`src/rtl/battle_turn_engine.sv`:
```
// rtl/battle_turn_engine.sv - one attack turn through a shared damage datapath, owning both HP registers
// LOAD -> SCALE -> APPLY -> CHECK; END holds a decided battle until new_battle.
module battle_turn_engine #(
    parameter int HP_W   = 8,
    parameter int MAX_HP = 100,
    parameter int PWR_W  = 4
) (
    input  logic             clk,
    input  logic             reset,
    input  logic             new_battle,
    input  logic             start,
    input  logic             attacker,
    input  logic [PWR_W-1:0] move_power,
    input  logic [1:0]       effectiveness,
    output logic             busy,
    output logic             done,
    output logic [HP_W-1:0]  damage,
    output logic [HP_W-1:0]  player_hp,
    output logic [HP_W-1:0]  ai_hp,
    output logic             victory,
    output logic             loss
);

    typedef enum logic [2:0] {
        S_IDLE, S_LOAD, S_SCALE, S_APPLY, S_CHECK, S_END
    } state_t;

    localparam int BASE_W = PWR_W + 2;
    localparam int SC_W   = PWR_W + 3;
    localparam int WW     = (SC_W > HP_W) ? SC_W : HP_W;
    localparam logic [HP_W-1:0] HP_INIT = HP_W'(MAX_HP);
    localparam logic [WW-1:0]   DMG_SAT = WW'({HP_W{1'b1}});

    state_t              state_q, state_d;
    logic                atk_q, atk_d;
    logic [PWR_W-1:0]    pwr_q, pwr_d;
    logic [1:0]          eff_q, eff_d;
    logic [BASE_W-1:0]   base_q, base_d;
    logic [HP_W-1:0]     damage_q, damage_d;
    logic [HP_W-1:0]     player_hp_q, player_hp_d;
    logic [HP_W-1:0]     ai_hp_q, ai_hp_d;
    logic                victory_q, victory_d;
    logic                loss_q, loss_d;

    logic [WW-1:0]       scaled_w;
    logic [HP_W-1:0]     damage_sat;
    logic [HP_W-1:0]     def_hp;
    logic                reinit;

    // Widened before scaling so the x2 case cannot wrap before saturation.
    always_comb begin
        scaled_w = '0;
        case (eff_q)
            2'd0:    scaled_w = '0;
            2'd1:    scaled_w = WW'(base_q >> 1);
            2'd2:    scaled_w = WW'(base_q);
            default: scaled_w = WW'(base_q) << 1;
        endcase
        damage_sat = (scaled_w > DMG_SAT) ? {HP_W{1'b1}} : scaled_w[HP_W-1:0];
    end

    assign def_hp = atk_q ? player_hp_q : ai_hp_q;

    always_comb begin
        state_d     = state_q;
        atk_d       = atk_q;
        pwr_d       = pwr_q;
        eff_d       = eff_q;
        base_d      = base_q;
        damage_d    = damage_q;
        player_hp_d = player_hp_q;
        ai_hp_d     = ai_hp_q;
        victory_d   = victory_q;
        loss_d      = loss_q;
        busy        = 1'b0;
        done        = 1'b0;
        reinit      = 1'b0;
        case (state_q)
            S_IDLE: begin
                if (new_battle) begin
                    reinit = 1'b1;
                end else if (start) begin
                    atk_d   = attacker;
                    pwr_d   = move_power;
                    eff_d   = effectiveness;
                    state_d = S_LOAD;
                end
            end
            S_LOAD: begin
                busy    = 1'b1;
                base_d  = {pwr_q, 2'b00};
                state_d = S_SCALE;
            end
            S_SCALE: begin
                busy     = 1'b1;
                damage_d = damage_sat;
                state_d  = S_APPLY;
            end
            S_APPLY: begin
                busy = 1'b1;
                if (atk_q)
                    player_hp_d = (player_hp_q > damage_q) ? player_hp_q - damage_q : '0;
                else
                    ai_hp_d = (ai_hp_q > damage_q) ? ai_hp_q - damage_q : '0;
                state_d = S_CHECK;
            end
            S_CHECK: begin
                busy = 1'b1;
                done = 1'b1;
                if (def_hp == '0) begin
                    if (atk_q) loss_d = 1'b1;
                    else       victory_d = 1'b1;
                    state_d = S_END;
                end else begin
                    state_d = S_IDLE;
                end
            end
            S_END: begin
                if (new_battle) begin
                    reinit  = 1'b1;
                    state_d = S_IDLE;
                end
            end
            default: state_d = S_IDLE;
        endcase
        if (reinit) begin
            player_hp_d = HP_INIT;
            ai_hp_d     = HP_INIT;
            damage_d    = '0;
            victory_d   = 1'b0;
            loss_d      = 1'b0;
        end
    end

    always_ff @(posedge clk) begin
        if (reset) begin
            state_q     <= S_IDLE;
            atk_q       <= 1'b0;
            pwr_q       <= '0;
            eff_q       <= '0;
            base_q      <= '0;
            damage_q    <= '0;
            player_hp_q <= HP_INIT;
            ai_hp_q     <= HP_INIT;
            victory_q   <= 1'b0;
            loss_q      <= 1'b0;
        end else begin
            state_q     <= state_d;
            atk_q       <= atk_d;
            pwr_q       <= pwr_d;
            eff_q       <= eff_d;
            base_q      <= base_d;
            damage_q    <= damage_d;
            player_hp_q <= player_hp_d;
            ai_hp_q     <= ai_hp_d;
            victory_q   <= victory_d;
            loss_q      <= loss_d;
        end
    end

    assign damage    = damage_q;
    assign player_hp = player_hp_q;
    assign ai_hp     = ai_hp_q;
    assign victory   = victory_q;
    assign loss      = loss_q;

endmodule

```
`config.mk`:
```
export PLATFORM = sky130hd
export DESIGN_NAME = battle_turn_engine
export DESIGN_NICKNAME = d
export VERILOG_FILES = /design/src/rtl/battle_turn_engine.sv
export SDC_FILE = /design/constraint.sdc
export NUM_CORES = 1
export LEC_CHECK = 0
export ABC_CLOCK_PERIOD_IN_PS = 1690
export BUFFER_PORTS_ARGS = -buffer_cell sky130_fd_sc_hd__buf_2
export CORE_ASPECT_RATIO = 2
export CORE_UTILIZATION = 50
export CTS_CLUSTER_DIAMETER = 100
export DETAILED_ROUTE_END_ITERATION = 10
export PLACE_DENSITY = 0.76
export SETUP_SLACK_MARGIN = 0.1
export SYNTH_ARGS = -nofsm -noshare
export SYNTH_HDL_FRONTEND = slang
export SYNTH_SLANG_ARGS = --single-unit
export TNS_END_PERCENT = 20
```
`constraint.sdc`:
```
create_clock -name clk -period 1.69 [get_ports clk]
set_clock_uncertainty 0.05 [all_clocks]
set_input_delay 0.0845 -clock clk [delete_from_list [all_inputs] [get_ports clk]]
set_output_delay 0.0845 -clock clk [all_outputs]
set_load 0.05 [all_outputs]
```
# --- Yosys cells after proc, flatten, opt, wreduce, memory -nomap -nowiden ---
# Cells that the tools add are included.
totals:
  regBits: 40
  inputBits: 11
  output_inout_bits: 28
classes:
  add_sub_neg: 2
  magnitude_cmp: 3
  eq_ne: 10
  mux: 14
  bitwise: 2
  reduce_logical: 12
ops:
  columns: ["cell", "count"]
  rows:
  - ["2-to-1 mux 8 bit", 4]
  - ["one-hot mux 7 bit (3 select lines)", 1]
  - ["one-hot mux 3 bit (6 select lines)", 1]
  - ["> comparator 8 bit", 2]
  - ["subtractor 8 bit", 2]
  - ["2-to-1 mux 3 bit", 4]
  - ["AND reduction 3 bit", 4]
  - ["> comparator 8 bit (second input constant)", 1]
  - ["logical NOT 8 bit", 1]
  - ["== test 3 x 2 -> 1 bit (second input constant)", 2]
  - ["== test 3 bit (second input constant)", 2]
  - ["!= test 2 bit (second input constant)", 3]
  - ["2-to-1 mux 1 bit", 4]
  - ["AND reduction 2 bit", 2]
  - ["OR reduction 2 bit", 2]
  - ["OR reduction 4 bit", 1]
  - ["== test 3 x 1 -> 1 bit (second input constant)", 1]
  - ["logical NOT 3 bit", 1]
  - ["== test 2 x 1 -> 1 bit (second input constant)", 1]
  - ["== test 2 bit (second input constant)", 1]
  - ["logical NOT 2 bit", 1]
  - ["NOT 1 bit", 2]

# --- Logic depth before layout (Yosys ltp) ---
logic_depth:
  ltp_word: 4
  ltp_mapped: 8
  mapped_depth_nobuf: 8

# --- Least setup slack after synthesis ---
# OpenSTA, ideal clock, no wires.
synth_timing:
  path_type: "register to register"
  start: "register damage_q[5] (netlist: damage[5])"
  end: "register player_hp_q[5] (netlist: player_hp[5])"
  setup_ns: 0.163
  t_arrival_ns: 2.025
  required_ns: 1.477
  slack_ns: -0.548
  stages_incl_launch_ff: 7
  synth_period_minus_slack_ns: 2.238
  cell_sequence: "dfxtp_1 inv_1 ha_1 a21o_1 a211o_1 o21bai_1 o311ai_0"
synth_via:
  elab_chain_cells: 2
synth_rtl:
  columns: ["element", "line_no", "source"]
  rows:
  - ["from (decl)", "39", "logic [HP_W-1:0] damage_q, damage_d;"]
  - ["from (signal assigned)", "153", "damage_q <= damage_d;"]
  - ["subtractor 8 bit / > comparator 8 bit (equally long branches)", "102", "player_hp_d = (player_hp_q > damage_q) ? player_hp_q - damage_q : '0;"]
  - ["2-to-1 mux 8 bit *", "102", null]
  - ["to (signal assigned)", "154", "player_hp_q <= player_hp_d;"]
  - ["to (decl)", "40", "logic [HP_W-1:0] player_hp_q, player_hp_d;"]
# Mark *: on every way between the ends. The rest lies on a longest branch, timed or not.
# A chain may end at the register's enable or synchronous reset.

# --- Worst setup path after layout ---
layout_timing:
  start: "register ai_hp_q[1] (netlist: ai_hp[1])"
  end: "register ai_hp_q[7] (netlist: ai_hp[7])"
layout_via:
  elab_chain_cells: 2
layout_rtl:
  columns: ["element", "line_no", "source"]
  rows:
  - ["from (decl)", "41", "logic [HP_W-1:0] ai_hp_q, ai_hp_d;"]
  - ["from (signal assigned)", "155", "ai_hp_q <= ai_hp_d;"]
  - ["subtractor 8 bit / > comparator 8 bit (equally long branches)", "104", "ai_hp_d = (ai_hp_q > damage_q) ? ai_hp_q - damage_q : '0;"]
  - ["2-to-1 mux 8 bit *", "104", null]
# Marks and branches as above.

==> impl_results.md <==
- Core Rows: 33
- Synthesized instance count: around 260
- Average instance area after synthesis: ~8.4 µm²
- Overall die width: ~49 µm
- Count of port buffers added during placement: 34
- R2R cell count: 8
- Vias in the first global route: roughly 2.1k
- Final hold violations: 0
- Arrival time at the worst endpoint: approximately 1.9 ns
- Via/cell ratio: around 5.6
- Antenna fix cells: 0
- DP Wirelength: around 4.3 mm
- Post-Route WL: approximately 5.6 mm
- Via count: roughly 2.1k
- Crit. End Element: flip-flop
- Maximum operating frequency: between 500 and 600 MHz
- Post-synth top area cell: sky130_fd_sc_hd__dfxtp_1
- Number of distinct standard cells referenced by the synthesized netlist: between 40 and 50
- Number of synthesis warnings: 0
- Power density of the placed cells: 695.1 nW/µm²
- Router iterations before antenna repair: 4
- Multi-input combinational cell area: about 1600 µm²
- I/O pin count: 39
- Total core area: just over 4000 µm²
- Layout cells sized above 1: 0.4448
- Die Height: around 95 µm
- Worst endpoint required time: between 1.5 and 2 ns
- Number of nets with antenna violations after routing: 0
- Floorplan die area: 4615 µm²
- Layout-stage area growth over the synthesis result: 41.54%
- Run status: finished with violations
- Origin of the worst min-delay path: move_power[2]
- Number of nets in the layout: 350
- Number of placed instances with taps included: 362
- Total congestion overflow: 0
- Sequential fraction of the synthesis area: 0.3328
- Reg2Reg Capture Point: ai_hp[7]$_SDFFE_PP0P_
- Post-route setup slack: -0.03990 ns
- Top post-synthesis cells by area: sky130_fd_sc_hd__dfxtp_1 (33%), sky130_fd_sc_hd__ha_1 (6.9%), sky130_fd_sc_hd__nor2_1 (4.7%), sky130_fd_sc_hd__mux2i_1 (4.6%), sky130_fd_sc_hd__a21oi_1 (3.9%)
- Time the final worst path needs with I/O delays and setup: ~1.7 ns
- Storage cell area: a little under 800 µm²
- Largest net degree at the start of global routing: 16
- GP Congestion: 0.9112
- Depth of the worst hold-timing path: 3
- Critical path type: flip-flop to flip-flop
- Dominant synthesized flop cell: sky130_fd_sc_hd__dfxtp_1
- Summed area of non-filler cells in the final layout: roughly 3100 µm²
- Fraction of post-synthesis cell area in the top cell type by area: 0.3328
- Clock buffers created by TritonCTS: 5
- First-iteration detailed-routing DRC count: 35
- Non-filler cells in the finished layout: around 380
- Number of enable-type register cells in the synthesized netlist: 0
- Count of pins over their slew limit: 0
- Maximum Capacitance Violations: 0
- Path category of the worst min-delay check: input port to flip-flop
- Util after Layout: 0.7424
- Crit path max fanout: 2
- Final critical-path share of the clock period: 1.024
- Clock-pin slew on the worst setup and hold paths: around 0.08 ns
- Total standard cell area after synthesis: 2166 µm²
- Maximum clock insertion buffer count: 2
- Worst hold slack: between 0.008 and 0.009 ns
- Fraction of registers with async set or reset after synthesis: 0
- Source-to-sink clock delay at the later pin of the worst-skew pair: approximately 0.29 ns
- Total clock sinks: 36
- Reg-to-reg setup timing slack: -0.04 ns
- Starting density of the core: 0.5245
- Average routed wire per standard cell: between 10 and 15 µm
- CTS tree: built
- Initial antenna violation count: 0
- Placed inst area: roughly 2800 µm²
- Count of fill cells added during filler insertion: 335
- First-pass GRT wire length: between 9 and 10 mm
- Total setup violations reported at the end of the flow: 4
- Unrepaired setup endpoints after global routing: yes
- Type of origin of the critical path: flip-flop
- Crit Reg-Reg Startpoint: ai_hp[1]$_SDFFE_PP0P_
- Clock tree root driver cell: sky130_fd_sc_hd__clkbuf_8
- GRT Util Overall: 0.2542
- Most used cells in the layout excluding fill and tap cells: sky130_fd_sc_hd__buf_2 (33), sky130_fd_sc_hd__buf_4 (31), sky130_fd_sc_hd__nor2_1 (27), sky130_fd_sc_hd__nand2_1 (21), sky130_fd_sc_hd__dfxtp_1 (16)
- Worst-case hold path end point: pwr_q[2]$_SDFFE_PP0P_
- Post-route DRC violation count: 0
- Count of H-tree levels built during CTS: 2
- Most common cell after layout, fill and taps aside: sky130_fd_sc_hd__buf_2
- Largest voltage drop on the vdd net: ~660 µV
- Sum of negative setup slack: -0.09555 ns
- Violations in the final reports: negative setup slack
- Static Leakage: 0.001237 µW
- Flops & latches, synth: 36
==> metrics by stage <==
stage	setup WS, ns	total power [µW]
final	-0.03990	2131
after CTS	-0.03309	2126
after global routing	-0.1189	2217
after global placement	-0.03867	1460
after detailed placement	-0.04488	1470
after floorplan	-0.09203	1334
==> cell usage after synthesis (all sizes together) (3+ instances only) <==
library cell / count
nand2: 22
nor2b: 5
nor2: 27
nor3b: 5
o21ai: 7
a211oi: 6
xnor2: 9
a211o: 4
inv: 15
or3: 6
nor3: 4
a21oi: 17
a21o: 3
dfxtp: 36
and2: 3
nand3: 8
clkbuf: 7
mux2i: 10
nand3b: 3
nand4b: 3
o22ai: 4
o311ai: 6
or4: 4
buf: 9
ha: 12
==> power breakdown <==
part / switching [µW] / internal (µW)
Combinational: 343 / 240
Clock: 347 / 292
Sequential: 39.7 / 870
Total: 729 / 1400
==> critical path: stages (launching register included) <==
cell                      delay, ns
sky130_fd_sc_hd__dfxtp_4       0.36
sky130_fd_sc_hd__inv_4         0.05
sky130_fd_sc_hd__ha_4          0.12
sky130_fd_sc_hd__inv_2         0.03
sky130_fd_sc_hd__fa_2          0.37
sky130_fd_sc_hd__nand3_2       0.09
sky130_fd_sc_hd__a21oi_2       0.06
sky130_fd_sc_hd__or4_4         0.42
sky130_fd_sc_hd__o21ai_2       0.11
==> how the worst max path moves through the flow <==
stage	from	to	cells after the start
detailed placement	ai_hp[1]$_SDFFE_PP0P_	ai_hp[7]$_SDFFE_PP0P_	8
global route	ai_hp[1]$_SDFFE_PP0P_	ai_hp[7]$_SDFFE_PP0P_	8
CTS	player_hp[1]$_SDFFE_PP0P_	player_hp[7]$_SDFFE_PP0P_	8
floorplan	damage[5]$_SDFFE_PP0P_	ai_hp[6]$_SDFFE_PP1P_	6
finish	ai_hp[1]$_SDFFE_PP0P_	ai_hp[7]$_SDFFE_PP0P_	8
global placement	ai_hp[1]$_SDFFE_PP0P_	ai_hp[7]$_SDFFE_PP0P_	8
==> flip-flops by register name, indices dropped and copies added (netlist names), 2 cells and up <==
name and cells:
damage 6, state_q 3, ai_hp 7, eff_q 2
pwr_q 4, base_q 4, player_hp 7
==> routing by layer <==
| layer | share of wire | track usage | wire, µm | vias up |
|---|---|---|---|---|
| li1 | - | - | - | 1066 |
| met1 | 0.38 | 0.2404 | 2114 | 996 |
| met2 | 0.56 | 0.5164 | 3140 | 50 |
| met3 | 0.025 | 0.03030 | 141 | 19 |
| met4 | 0.030 | 0.1373 | 168 | 0 |
| met5 | 0 | 0 | 0 | - |
==> area by class of cell <==
cell class	count	area share
Inverter	15	0.02163
Tap cell	52	0.02122
Multi-Input combinational cell	194	0.5135
Clock inverter	3	0.007755
Timing Repair Buffer	73	0.1604
Sequential cell	36	0.2531
Clock buffer	5	0.02245
==> repair_timing <==
action                                  4_1_cts  5_1_grt
hold endpoints to repair                      6        0
setup buffers                                 0        2
pin swaps                                    15       11
cloned                                        0        0
hold buffers                                  6        0
endpoints found under the setup margin       19       21
resized for setup                            14       16
==> logic make-up (layout without fill, tap and decap cells) <==
group	after synthesis	in the layout	share of synthesized area
buffers and inverters	31	96	0.06990
adder cells (fa/ha/maj)	14	14	0.08781
XOR/XNOR	9	9	0.03640
AO/OA/AOI/OAI	59	59	0.1849
AND/OR/NAND/NOR	97	97	0.2351
other	1	4	0.001731
flip-flops	36	36	0.3328
multiplexers	11	11	0.05142
No activity file was read; power rests on OpenSTA's default activity.
